[config.mk]
export PLATFORM = sky130hd
export DESIGN_NAME = timed_rr_arbiter
export DESIGN_NICKNAME = d
export VERILOG_FILES = /design/src/rtl/arb_pkg.sv /design/src/rtl/rr_pick.sv /design/src/rtl/timed_rr_arbiter.sv
export SDC_FILE = /design/constraint.sdc
export NUM_CORES = 1
export LEC_CHECK = 0
export CELL_PAD_IN_SITES_DETAIL_PLACEMENT = 1
export CELL_PAD_IN_SITES_GLOBAL_PLACEMENT = 2
export CORE_MARGIN = 2
export CORE_UTILIZATION = 32
export CTS_BUF_LIST = sky130_fd_sc_hd__clkbuf_4
export DETAILED_ROUTE_END_ITERATION = 8
export PLACE_DENSITY_LB_ADDON = 0.15
export SLEW_MARGIN = 30
export SYNTH_ARGS = -nofsm -noshare
export SYNTH_HDL_FRONTEND = slang
export SYNTH_SLANG_ARGS = --single-unit
[constraint.sdc]
create_clock -name clk -period 2.4 [get_ports clk]
set_input_delay 0.24 -clock clk [delete_from_list [all_inputs] [get_ports clk]]
set_output_delay 0.24 -clock clk [all_outputs]
set_load 0.03 [all_outputs]
[src/rtl/arb_pkg.sv]
// arb_pkg: shared definitions for the timed arbiters.
// Holds the arbiter state encoding and the helper used to size the
// in-state timer so every arbiter in the family agrees on them.
package arb_pkg;

    localparam int ARB_STATE_W = 2;

    typedef enum logic [ARB_STATE_W-1:0] {
        S_IDLE  = 2'd0,
        S_GRANT = 2'd1,
        S_GAP   = 2'd2
    } arb_state_t;

    function automatic int max2(input int a, input int b);
        return (a > b) ? a : b;
    endfunction

    // Timer must be able to hold the largest terminal count (SLICE-1 or GAP-1)
    // plus one more value so the idle-state saturation has headroom.
    function automatic int timer_width(input int slice, input int gap);
        return $clog2(max2(slice, gap) + 1);
    endfunction

endpackage

[src/rtl/rr_pick.sv]
// rr_pick: combinational round-robin selector.
// Ports:
//   i_req  [N]  - request vector
//   i_last [IW] - index of the previous owner
//   o_pick [IW] - first requester found searching last+1, last+2, ... last
//   o_any       - at least one request is active
// When nobody requests, o_pick returns i_last; callers qualify with o_any.
module rr_pick
    import arb_pkg::*;
#(
    parameter int N  = 4,
    parameter int IW = 2
) (
    input  logic [N-1:0]  i_req,
    input  logic [IW-1:0] i_last,
    output logic [IW-1:0] o_pick,
    output logic          o_any
);

    logic [IW-1:0] w_idx;

    always_comb begin
        o_pick = i_last;
        o_any  = |i_req;
        w_idx  = '0;
        // Walk from the farthest candidate back to the nearest so that the
        // nearest active requester (lowest offset from last) is written last.
        for (int k = N; k >= 1; k--) begin
            w_idx = IW'((int'(i_last) + k) % N);
            if (i_req[w_idx]) begin
                o_pick = w_idx;
            end
        end
    end

endmodule

[src/rtl/timed_rr_arbiter.sv]
// timed_rr_arbiter: timer-driven round-robin arbiter for N requesters.
// Each grant lasts at most SLICE cycles, and GAP idle cycles separate grants.
// Outputs decode only from registers, so they never glitch.
//
//   state   | meaning
//   --------+-------------------------------------------------------------
//   S_IDLE  | no owner; waiting for any request
//   S_GRANT | r_cur owns the resource; timer counts grant cycles
//   S_GAP   | mandatory idle between owners; timer counts gap cycles
//
// Ports:
//   clk         - rising-edge clock
//   reset       - asynchronous active-high reset
//   req    [N]  - level requests, held until served
//   grant  [N]  - one-hot grant, zero when idle or in gap
//   grant_id    - owner index, zero when no grant
//   grant_valid - OR of grant
//   timeout     - one-cycle pulse: previous grant ended by slice expiry
module timed_rr_arbiter
    import arb_pkg::*;
#(
    parameter int N     = 4,
    parameter int SLICE = 8,
    parameter int GAP   = 1
) (
    input  logic                 clk,
    input  logic                 reset,
    input  logic [N-1:0]         req,
    output logic [N-1:0]         grant,
    output logic [$clog2(N)-1:0] grant_id,
    output logic                 grant_valid,
    output logic                 timeout
);

    localparam int IW = $clog2(N);
    localparam int TW = timer_width(SLICE, GAP);

    localparam logic [TW-1:0] T_SLICE_END = TW'(SLICE - 1);
    localparam logic [TW-1:0] T_GAP_END   = (GAP > 0) ? TW'(GAP - 1) : '0;
    // Starting at N-1 makes requester 0 the first in the round-robin search.
    localparam logic [IW-1:0] CUR_RESET   = IW'(N - 1);

    arb_state_t    r_state;
    arb_state_t    w_state_nxt;
    logic [TW-1:0] r_t;
    logic [TW-1:0] w_t_nxt;
    logic [IW-1:0] r_cur;
    logic [IW-1:0] w_cur_nxt;
    logic          r_exp;
    logic          w_exp_nxt;

    logic [IW-1:0] w_pick;
    logic          w_any;
    logic          w_release;
    logic          w_expire;

    rr_pick #(
        .N  (N),
        .IW (IW)
    ) u_pick (
        .i_req  (req),
        .i_last (r_cur),
        .o_pick (w_pick),
        .o_any  (w_any)
    );

    always_ff @(posedge clk or posedge reset) begin
        if (reset) begin
            r_state <= S_IDLE;
            r_t     <= '0;
            r_cur   <= CUR_RESET;
            r_exp   <= 1'b0;
        end else begin
            r_state <= w_state_nxt;
            r_t     <= w_t_nxt;
            r_cur   <= w_cur_nxt;
            r_exp   <= w_exp_nxt;
        end
    end

    always_comb begin
        w_state_nxt = r_state;
        w_t_nxt     = r_t;
        w_cur_nxt   = r_cur;
        // Expiry flag lives for exactly one cycle after it is set.
        w_exp_nxt   = 1'b0;
        w_release   = ~req[r_cur];
        w_expire    = (r_t == T_SLICE_END);

        case (r_state)
            S_IDLE: begin
                if (w_any) begin
                    w_state_nxt = S_GRANT;
                    w_cur_nxt   = w_pick;
                    w_t_nxt     = '0;
                end else if (r_t != '1) begin
                    w_t_nxt = r_t + TW'(1);
                end
            end

            S_GRANT: begin
                if (w_release || w_expire) begin
                    // Release wins when both happen in the same cycle.
                    w_exp_nxt = ~w_release;
                    w_t_nxt   = '0;
                    if (GAP > 0) begin
                        w_state_nxt = S_GAP;
                    end else if (w_any) begin
                        w_state_nxt = S_GRANT;
                        w_cur_nxt   = w_pick;
                    end else begin
                        w_state_nxt = S_IDLE;
                    end
                end else begin
                    w_t_nxt = r_t + TW'(1);
                end
            end

            S_GAP: begin
                if (r_t == T_GAP_END) begin
                    w_t_nxt = '0;
                    if (w_any) begin
                        w_state_nxt = S_GRANT;
                        w_cur_nxt   = w_pick;
                    end else begin
                        w_state_nxt = S_IDLE;
                    end
                end else begin
                    w_t_nxt = r_t + TW'(1);
                end
            end

            default: begin
                w_state_nxt = S_IDLE;
                w_t_nxt     = '0;
            end
        endcase
    end

    always_comb begin
        grant       = '0;
        grant_id    = '0;
        grant_valid = 1'b0;
        if (r_state == S_GRANT) begin
            grant[r_cur] = 1'b1;
            grant_id     = r_cur;
            grant_valid  = 1'b1;
        end
        // With GAP>0 the flag is only ever set on entry to S_GAP, so this is
        // the first gap cycle; with GAP=0 it lands on the following state.
        timeout = r_exp;
    end

endmodule

After elaboration in Yosys (flattened, before gate mapping)

Index checks and enable logic that the tools add are counted.

Bits in registers: 9
Output and inout bits: 8
Bits of input ports: 6
Word-level logic and storage cells: 66

Add/sub/neg operators: 5
Reduce and logical (&&, ||, !) cells: 8
Multiplexer cells: 34
Bitwise gates (word level): 1
Equal/unequal tests: 8
Magnitude comparators: 6

Operators with widths:

| operator                                                                             | number |
|---|---|
| 2-bit two-way mux                                                                    | 10 |
| 4-bit two-way mux                                                                    | 5 |
| 2-bit by 3-bit less-than comparator with 1-bit output (second input constant)        | 5 |
| 4-bit case mux with 3 select lines                                                   | 1 |
| 1-bit binary-select mux with 2-bit select                                            | 5 |
| 1-bit two-way mux                                                                    | 10 |
| 2-bit case mux with 3 select lines                                                   | 1 |
| 2-bit by 1-bit adder with 2-bit output (second input constant)                       | 2 |
| 2-bit adder (second input constant)                                                  | 2 |
| 4-bit by 1-bit adder with 4-bit output (second input constant)                       | 1 |
| 4-bit by 3-bit == test with 1-bit output (second input constant)                     | 1 |
| 4-bit zero test                                                                      | 1 |
| 2-bit != test (second input constant)                                                | 2 |
| 4-bit != test (second input constant)                                                | 1 |
| 2-bit case mux with 2 select lines                                                   | 1 |
| 4-bit OR reduction                                                                   | 1 |
| 3-bit by 2-bit != test with 1-bit output (second input constant)                     | 1 |
| 3-bit AND reduction                                                                  | 1 |
| 1-bit demux with 2-bit select                                                        | 1 |
| 2-bit by 1-bit == test with 1-bit output (second input constant)                     | 1 |
| 2-bit == test (second input constant)                                                | 1 |
| 2-bit by 1-bit greater-or-equal comparator with 1-bit output (second input constant) | 1 |
| 2-bit zero test                                                                      | 1 |
| 2-bit by 1-bit != test with 1-bit output (second input constant)                     | 1 |
| 5 further kinds                                                                      | 5 |

Depth between registers and ports, before layout

Gate-level depths: netlist of the first run.

Depth after elaboration: 10
Gate-level depth with buffers: 7
Mapped depth without buffers: 7

By module

From an unflattened synthesis of the first run, not the netlist that was laid out.

Cell total of the unflattened synthesis: 64
Area total of the unflattened synthesis: 589.3 um^2

By module, submodules not included:

| module           | instances | area each (um^2) | seq. area each (um^2) | cells an instance |
|---|---|---|---|---|
| timed_rr_arbiter | 1         | 516.7            | 227.7                 | 50 |
| rr_pick          | 1         | 72.6             | 0.0                   | 14 |

Worst setup path before layout of the first run

No wires, ideal clock.

Path type: register to register
From: register r_cur[0]
To: register r_t[2]
Buffers on the path: 1
Period minus slack after synthesis: 1.824 ns
Data required time: 2.266 ns
Library setup time: 0.134 ns
Stages on the path, launching flop included: 7
Arrival time: 1.690 ns
Slack: 0.576 ns
Cells stage by stage: dfstp_2 buf_2 mux2_2 a22oi_1 nor2_1 nor3b_2 o21ai_0

Longest elaborated chain between the ends: 6

Ends and longest elaborated chain:

| what                                      | RTL line                | text |
|---|---|---|
| start, declared                           | timed_rr_arbiter.sv:47  | `logic [IW-1:0] r_cur;` |
| start signal, assigned                    | timed_rr_arbiter.sv:76  | `r_cur <= w_cur_nxt;` |
| 1-bit binary-select mux with 2-bit select | timed_rr_arbiter.sv:87  | `w_release = ~req[r_cur];` |
| 1-bit two-way mux (implied by the code)   | timed_rr_arbiter.sv:87  |  |
| 1-bit NOT                                 | timed_rr_arbiter.sv:87  |  |
| 1-bit logical OR                          | timed_rr_arbiter.sv:102 | `if (w_release \|\| w_expire) begin` |
| 4-bit two-way mux                         | timed_rr_arbiter.sv:102 |  |
| 4-bit case mux with 3 select lines        | timed_rr_arbiter.sv:90  | `case (r_state)` |
| end signal, assigned                      | timed_rr_arbiter.sv:75  | `r_t <= w_t_nxt;` |
| end, declared                             | timed_rr_arbiter.sv:45  | `logic [TW-1:0] r_t;` |

No other way between the ends. The select of a mux whose other input is x is not followed.
A chain may end at the register's enable or synchronous reset.

Final worst setup path of the first run

From: register r_cur[0]
To: output grant[0]

Longest elaborated chain between the ends: 5
Elaborated cells between the ends (all ways): 6
Classes of those cells: order compare (2); mux (3); reduce/logical (1)

Ends and longest elaborated chain:

| what                                                                                                                                                               | RTL line                | text |
|---|---|---|
| 2-bit by 3-bit less-than comparator with 1-bit output (implied by the code) / 2-bit by 1-bit greater-or-equal comparator with 1-bit output (equally long branches) | timed_rr_arbiter.sv:145 | `grant[r_cur] = 1'b1;` |
| 1-bit logical AND (implied by the code)                                                                                                                            | timed_rr_arbiter.sv:145 |  |
| 1-bit two-way mux (implied by the code)                                                                                                                            | timed_rr_arbiter.sv:145 |  |
| 1-bit demux with 2-bit select (*)                                                                                                                                  | timed_rr_arbiter.sv:145 |  |
| 4-bit two-way mux (*)                                                                                                                                              | timed_rr_arbiter.sv:144 | `if (r_state == S_GRANT) begin` |
| end, declared                                                                                                                                                      | timed_rr_arbiter.sv:29  | `output logic [N-1:0] grant,` |

Every way passes the cells marked *; elsewhere a longest branch is shown, timed or not.

==> metrics.csv, run 1 <==
metric;value;unit
status;finished clean;
cp-end-kind;output pin;
synth_top_family_by_area;simple AND/OR/NAND/NOR gates;
syn_avg_cell_area;9.58;um2
ant_nets;0;
synthTopCellsByArea;dfrtp_1, ha_1, dfstp_2;
track_usage;14.0;%
crit_fanout;11;
tightest_slew;0.401;ns
fillers;267;
gp_congestion;0.728;
hp-class;primary input to async pin;
slowest_delay;0.65;ns
start_kind;register;
die_area;2740;um2
synth_seq_cells;9;
final.period_utilization;94.3;%
synthXorXnorAreaFrac;2.35;%
crit_type;register to output pin;
clock-sinks;9;
cts_resized;0;
routed_wl;1620;um
clock_skew;0.00369;ns
core-area;2210;um2
layout_common_cells;clkdlybuf4s50_1, dfrtp_1, o21ai_0, inv_1, ha_1;
nets;106;
fp.dieW;52.3;um
arrival;2.02;ns
met2_length;734;um
postCtsSetupBuffers;0;
rsz0062_at_grt;no;
yosys_warnings;0;
first_pass_iters;4;
finalCriticalPeriod;2.26;ns
io_pins;14;
drc;0;
synth_compound_area_share;17.8;%
path_cells;inv_1 > ha_1 > and2_1 > clkdlybuf4s50_1;
ctsRootBufferMaster;clkbuf_4;
wl_met3;58;um
diodes;0;
highest_layer;met4;
ys_types;39;
synthMuxAreaShare;9.21;%
cp_data_required_time;2.16;ns
leakagePower;0.409;nW
r2r_start;r_cur[0]$_DFFE_PP1P_;
multi_input_area;487;um2
layout_commonest_cell;clkdlybuf4s50_1;
peakVddDrop;536;uV
grt_pass1_vias;598;
io_buffers;13;
seq_area;228;um2
antenna_found_initial;0;
synth_top_area_cell;dfrtp_1;
regToRegSetupSlack;0.40;ns
synth-adder-area-share;10.1;%
die_height;52.3;um
clk_pin_slew;0.06;ns
syn2layout_area_growth;24.8;%
worstSkewPairLatency;0.26;ns
crit_path_top_delay_cell;dfstp_2;
tritoncts;yes;
wire_per_inst;13.4;um
powerDensity;1140;nW/um2
cts_hold_repair.buffers;0;
final-hold-violation-count;0;
yosysSeqAreaShare;30.5;%
start_util;33.8;%
netlist_instances;78;
rr_endpoint;r_t[2]$_DFFE_PP0P_;
tns;0;ns
cts_buffers;3;
max_freq;0.442;GHz
wl_met1;784;um
synth_area;747;um2
worstRegToRegCells;5;
synth_simple_gate_area_share;25.8;%
dr.first_iter.drc_count;15;
grt_max_degree;12;
slew_viol_final;0;
overflow;0;
synth.net_count;90;
row_count;17;
vias;646;
htreeDepth;1;
clockBufferDepth;2;
drive_gt1_share;16.1;%
viasPerCell;5.34;
maxCapViolations;0;
post-dp-hpwl;1280;um
synth_top_area_share;23.5;%
grt_pass1_wl;2770;um
maxSlewHeadroom;72.6;%
setup_viol;0;
fin_util;42.1;%
## metal layers
metal  vias up  track usage, %
met4         0            7.69
met2        17            21.0
met3         5            1.71
met5         -               0
li1        314               -
met1       310            19.2
## final cells by class
type                    count  area share [%]
multi-input cells          61            52.2
flip-flops and latches      9            24.4
repair buffers             13            14.0
well taps                  28            3.76
clock buffers               4            3.22
inverters                   6            2.42
## power by group
part           internal (mW)  switching, mW  total, mW
clock network         0.0754         0.0532      0.129
registers              0.213         0.0966      0.310
logic                  0.286          0.336      0.621
total                  0.574          0.485       1.06
## synth_stat cells
master and number:
dfrtp_1 7, ha_1 6, inv_1 6, o21ai_0 6, and2_1 5, nor2_1 5
nand2_1 4, a21oi_1 3, dfstp_2 2, mux2_2 2, mux2i_1 2, nor3_1 2
o22ai_1 2, a2111o_1 1, a2111oi_0 1, a21o_2 1, a22oi_1 1, a31oi_1 1
and3b_1 1, buf_2 1, clkbuf_2 1, mux4_1 1, nand2b_1 1, nand3_1 1
nand3b_1 1, nand4_4 1, nor2b_1 1, nor3_4 1, nor3b_1 1, nor3b_2 1
o211ai_1 1, o21a_1 1, o21ai_2 1, o31a_1 1, or2_0 1, or3b_2 1
or4_4 1, xnor2_1 1, xor2_1 1
## worst max-delay path by stage
stage | startpoint | to
floorplan | r_cur[0]$_DFFE_PP1P_ | r_t[2]$_DFFE_PP0P_
global placement | req[1] | r_t[0]$_DFFE_PP0P_
detailed placement | req[1] | r_t[0]$_DFFE_PP0P_
CTS | r_cur[0]$_DFFE_PP1P_ | grant[2]
global route | r_cur[0]$_DFFE_PP1P_ | grant[0]
finish | r_cur[0]$_DFFE_PP1P_ | grant[0]
## flip-flops by register name, summed over array words and instances (netlist names)
register	cells
r_state	2
r_cur	2
timeout	1
r_t	4
## stage by stage
step	total power [mW]	area (um2)	hold slack (ns)	setup slack, ns	std cells
2_1_floorplan	0.738	747	0.0665	0.576	78
3_3_place_gp	0.936	902	0.535	0.278	117
3_5_place_dp	0.940	902	0.536	0.298	117
4_1_cts	1.07	932	0.254	0.134	121
5_1_grt	1.15	932	0.268	0.0411	121
6_report	1.06	932	0.236	0.137	121
## logic make-up after synthesis
family / Yosys count
buf+inv: 8
flops: 9
compound gates: 20
mux: 5
xor+xnor: 2
fa+ha+maj: 6
simple gates: 28
## worst max-delay path: cells and delay by family, from the launching register on
kind	cells	cell delay, ns
AND/OR/NAND/NOR	1	0.13
buffers and inverters	2	0.75
flip-flops	1	0.65
adder cells (fa/ha/maj)	1	0.23
(Power assumes the default switching activity.)
==> inputs of run 2 (changes only) <==
--- a/config.mk
+++ b/config.mk
@@ -10,9 +10,9 @@
 export CORE_MARGIN = 2
 export CORE_UTILIZATION = 32
 export CTS_BUF_LIST = sky130_fd_sc_hd__clkbuf_4
+export CTS_CLUSTER_SIZE = 12
 export DETAILED_ROUTE_END_ITERATION = 8
 export PLACE_DENSITY_LB_ADDON = 0.15
-export SLEW_MARGIN = 30
 export SYNTH_ARGS = -nofsm -noshare
 export SYNTH_HDL_FRONTEND = slang
 export SYNTH_SLANG_ARGS = --single-unit
==> results of run 2 <==
Same layout as run 1: the final DEF is identical, and so are final timing and power.
==> inputs of run 3 (changes only) <==
--- a/config.mk
+++ b/config.mk
@@ -7,10 +7,9 @@
 export LEC_CHECK = 0
 export CELL_PAD_IN_SITES_DETAIL_PLACEMENT = 1
 export CELL_PAD_IN_SITES_GLOBAL_PLACEMENT = 2
-export CORE_MARGIN = 2
+export CORE_MARGIN = 4
 export CORE_UTILIZATION = 32
 export CTS_BUF_LIST = sky130_fd_sc_hd__clkbuf_4
-export CTS_CLUSTER_SIZE = 12
 export DETAILED_ROUTE_END_ITERATION = 8
 export PLACE_DENSITY_LB_ADDON = 0.15
 export SYNTH_ARGS = -nofsm -noshare
==> metrics.csv, run 3 (synthesized netlist as in run 1, its figures left out) <==
metric;value;unit;change
track_usage;11.3;%;was 14.0%
clk_pin_slew;0.06;ns;about the same
cp_data_required_time;2.16;ns;about the same
tightest_slew;0.399;ns;was 0.401 ns
worstSkewPairLatency;0.26;ns;about the same
final.period_utilization;93.7;%;was 94.3%
viasPerCell;5.26;;was 5.34
drive_gt1_share;16.1;%;unchanged
largest_register_ffs;4;;unchanged
dr.first_iter.drc_count;6;;was 15
postPlaceCellArea;902;um2;unchanged
path_cells;inv_1 > ha_1 > and2_1 > clkdlybuf4s50_1;;unchanged
cp-end-kind;output pin;;unchanged
final-hold-violation-count;0;;unchanged
crit_path_top_delay_cell;dfstp_2;;unchanged
powerDensity;1130;nW/um2;was 1140 nW/um2
finalInstanceArea;932;um2;unchanged
hp-class;primary input to async pin;;unchanged
diodes;0;;unchanged
start_util;33.8;%;unchanged
status;finished clean;;unchanged
clockBufferDepth;2;;unchanged
io_pins;14;;unchanged
layout_common_cells;clkdlybuf4s50_1, dfrtp_1, o21ai_0, inv_1, ha_1;;unchanged
htreeDepth;1;;unchanged
drc;0;;unchanged
max_freq;0.445;GHz;was 0.442 GHz
crit_type;register to output pin;;unchanged
cp.buffers_inverters;2;;unchanged
clock-sinks;9;;unchanged
first_pass_iters;4;;unchanged
die_height;56.3;um;was 52.3 um
syn2layout_area_growth;24.8;%;unchanged
wire_per_inst;13.4;um;about the same
start_kind;register;;unchanged
leakagePower;0.409;nW;unchanged
antenna_found_initial;0;;unchanged
nets;106;;unchanged
grt_max_degree;12;;unchanged
fp.dieW;56.3;um;was 52.3 um
fillers;275;;was 267
crit_fanout;11;;unchanged
grt_pass1_vias;655;;was 598
cts_hold_repair.buffers;0;;unchanged
postCtsSetupBuffers;0;;unchanged
regToRegSetupSlack;0.45;ns;was 0.40 ns
finalCriticalPeriod;2.25;ns;was 2.26 ns
layout_commonest_cell;clkdlybuf4s50_1;;unchanged
row_count;17;;unchanged
die_area;3170;um2;was 2740 um2
vias;637;;was 646
core-area;2210;um2;unchanged
post-dp-hpwl;1290;um;was 1280 um
rr_endpoint;r_t[2]$_DFFE_PP0P_;;unchanged
peakVddDrop;449;uV;was 536 uV
maxSlewHeadroom;72.7;%;was 72.6%
arrival;2.01;ns;was 2.02 ns
slew_viol_final;0;;unchanged
cts_resized;0;;unchanged
path_delay_family;buffers and inverters;;unchanged
maxCapViolations;0;;unchanged
routed_wl;1630;um;was 1620 um
worstRegToRegCells;5;;unchanged
clock_skew;0.00509;ns;was 0.00369 ns
tns;0;ns;unchanged
grt_pass1_wl;2870;um;was 2770 um
gp_congestion;0.754;;was 0.728
slowest_delay;0.65;ns;about the same
regMostFlops;r_t;;unchanged
r2r_start;r_cur[0]$_DFFE_PP1P_;;unchanged
setup_viol;0;;unchanged
reg_top3;r_t x4, r_cur x2, r_state x2;;unchanged
rsz0062_at_grt;no;;unchanged
io_buffers;13;;unchanged
overflow;0;;unchanged
tritoncts;yes;;unchanged
ant_nets;0;;unchanged
fin_util;42.1;%;unchanged
ctsRootBufferMaster;clkbuf_4;;unchanged
cts_buffers;3;;unchanged
run 3: power breakdown:
group,switching (mW),internal (mW)
logic,0.331,0.284
clock network,0.0546,0.0755
registers,0.0949,0.213
total,0.480,0.572
run 3: worst max-delay path by stage:
stage                                 startpoint  cells after the start                  to  slack [ns]
after CTS                   r_cur[0]$_DFFE_PP1P_                      4            grant[0]        0.12
final                       r_cur[0]$_DFFE_PP1P_                      4            grant[0]        0.15
after floorplan             r_cur[0]$_DFFE_PP1P_                      6  r_t[2]$_DFFE_PP0P_        0.58
after detailed placement                  req[1]                      6  r_t[0]$_DFFE_PP0P_        0.28
after global placement                    req[1]                      6  r_t[0]$_DFFE_PP0P_        0.29
after global routing      r_state[0]$_DFFE_PP0P_                      4         grant_id[0]        0.03
run 3: stage by stage:
stage          std cells  hold slack, ns  setup WS, ns  total power, mW
2_1_floorplan         78          0.0665         0.576            0.738
3_5_place_dp         117           0.538         0.283            0.934
3_3_place_gp         117           0.532         0.286            0.936
4_1_cts              121           0.252         0.115             1.07
5_1_grt              121           0.284        0.0298             1.15
6_report             121           0.237         0.150             1.05
run 3: metal layers:
metal	up-vias	wire length, um	global-route usage [%]	part of all wire [%]
met1	303	822	15.3	51
met4	0	34	6.10	2.1
met3	4	49	1.38	3.0
li1	318	-	-	-
met5	-	0	0	0
met2	12	720	17.5	44
run 3: cell type report:
cell class              count  area (um2)  share of cell area (%)
repair buffers             13         130                    14.0
multi-input cells          61         487                    52.2
clock buffers               4        30.0                    3.22
well taps                  28        35.0                    3.76
flip-flops and latches      9         228                    24.4
inverters                   6        22.5                    2.42
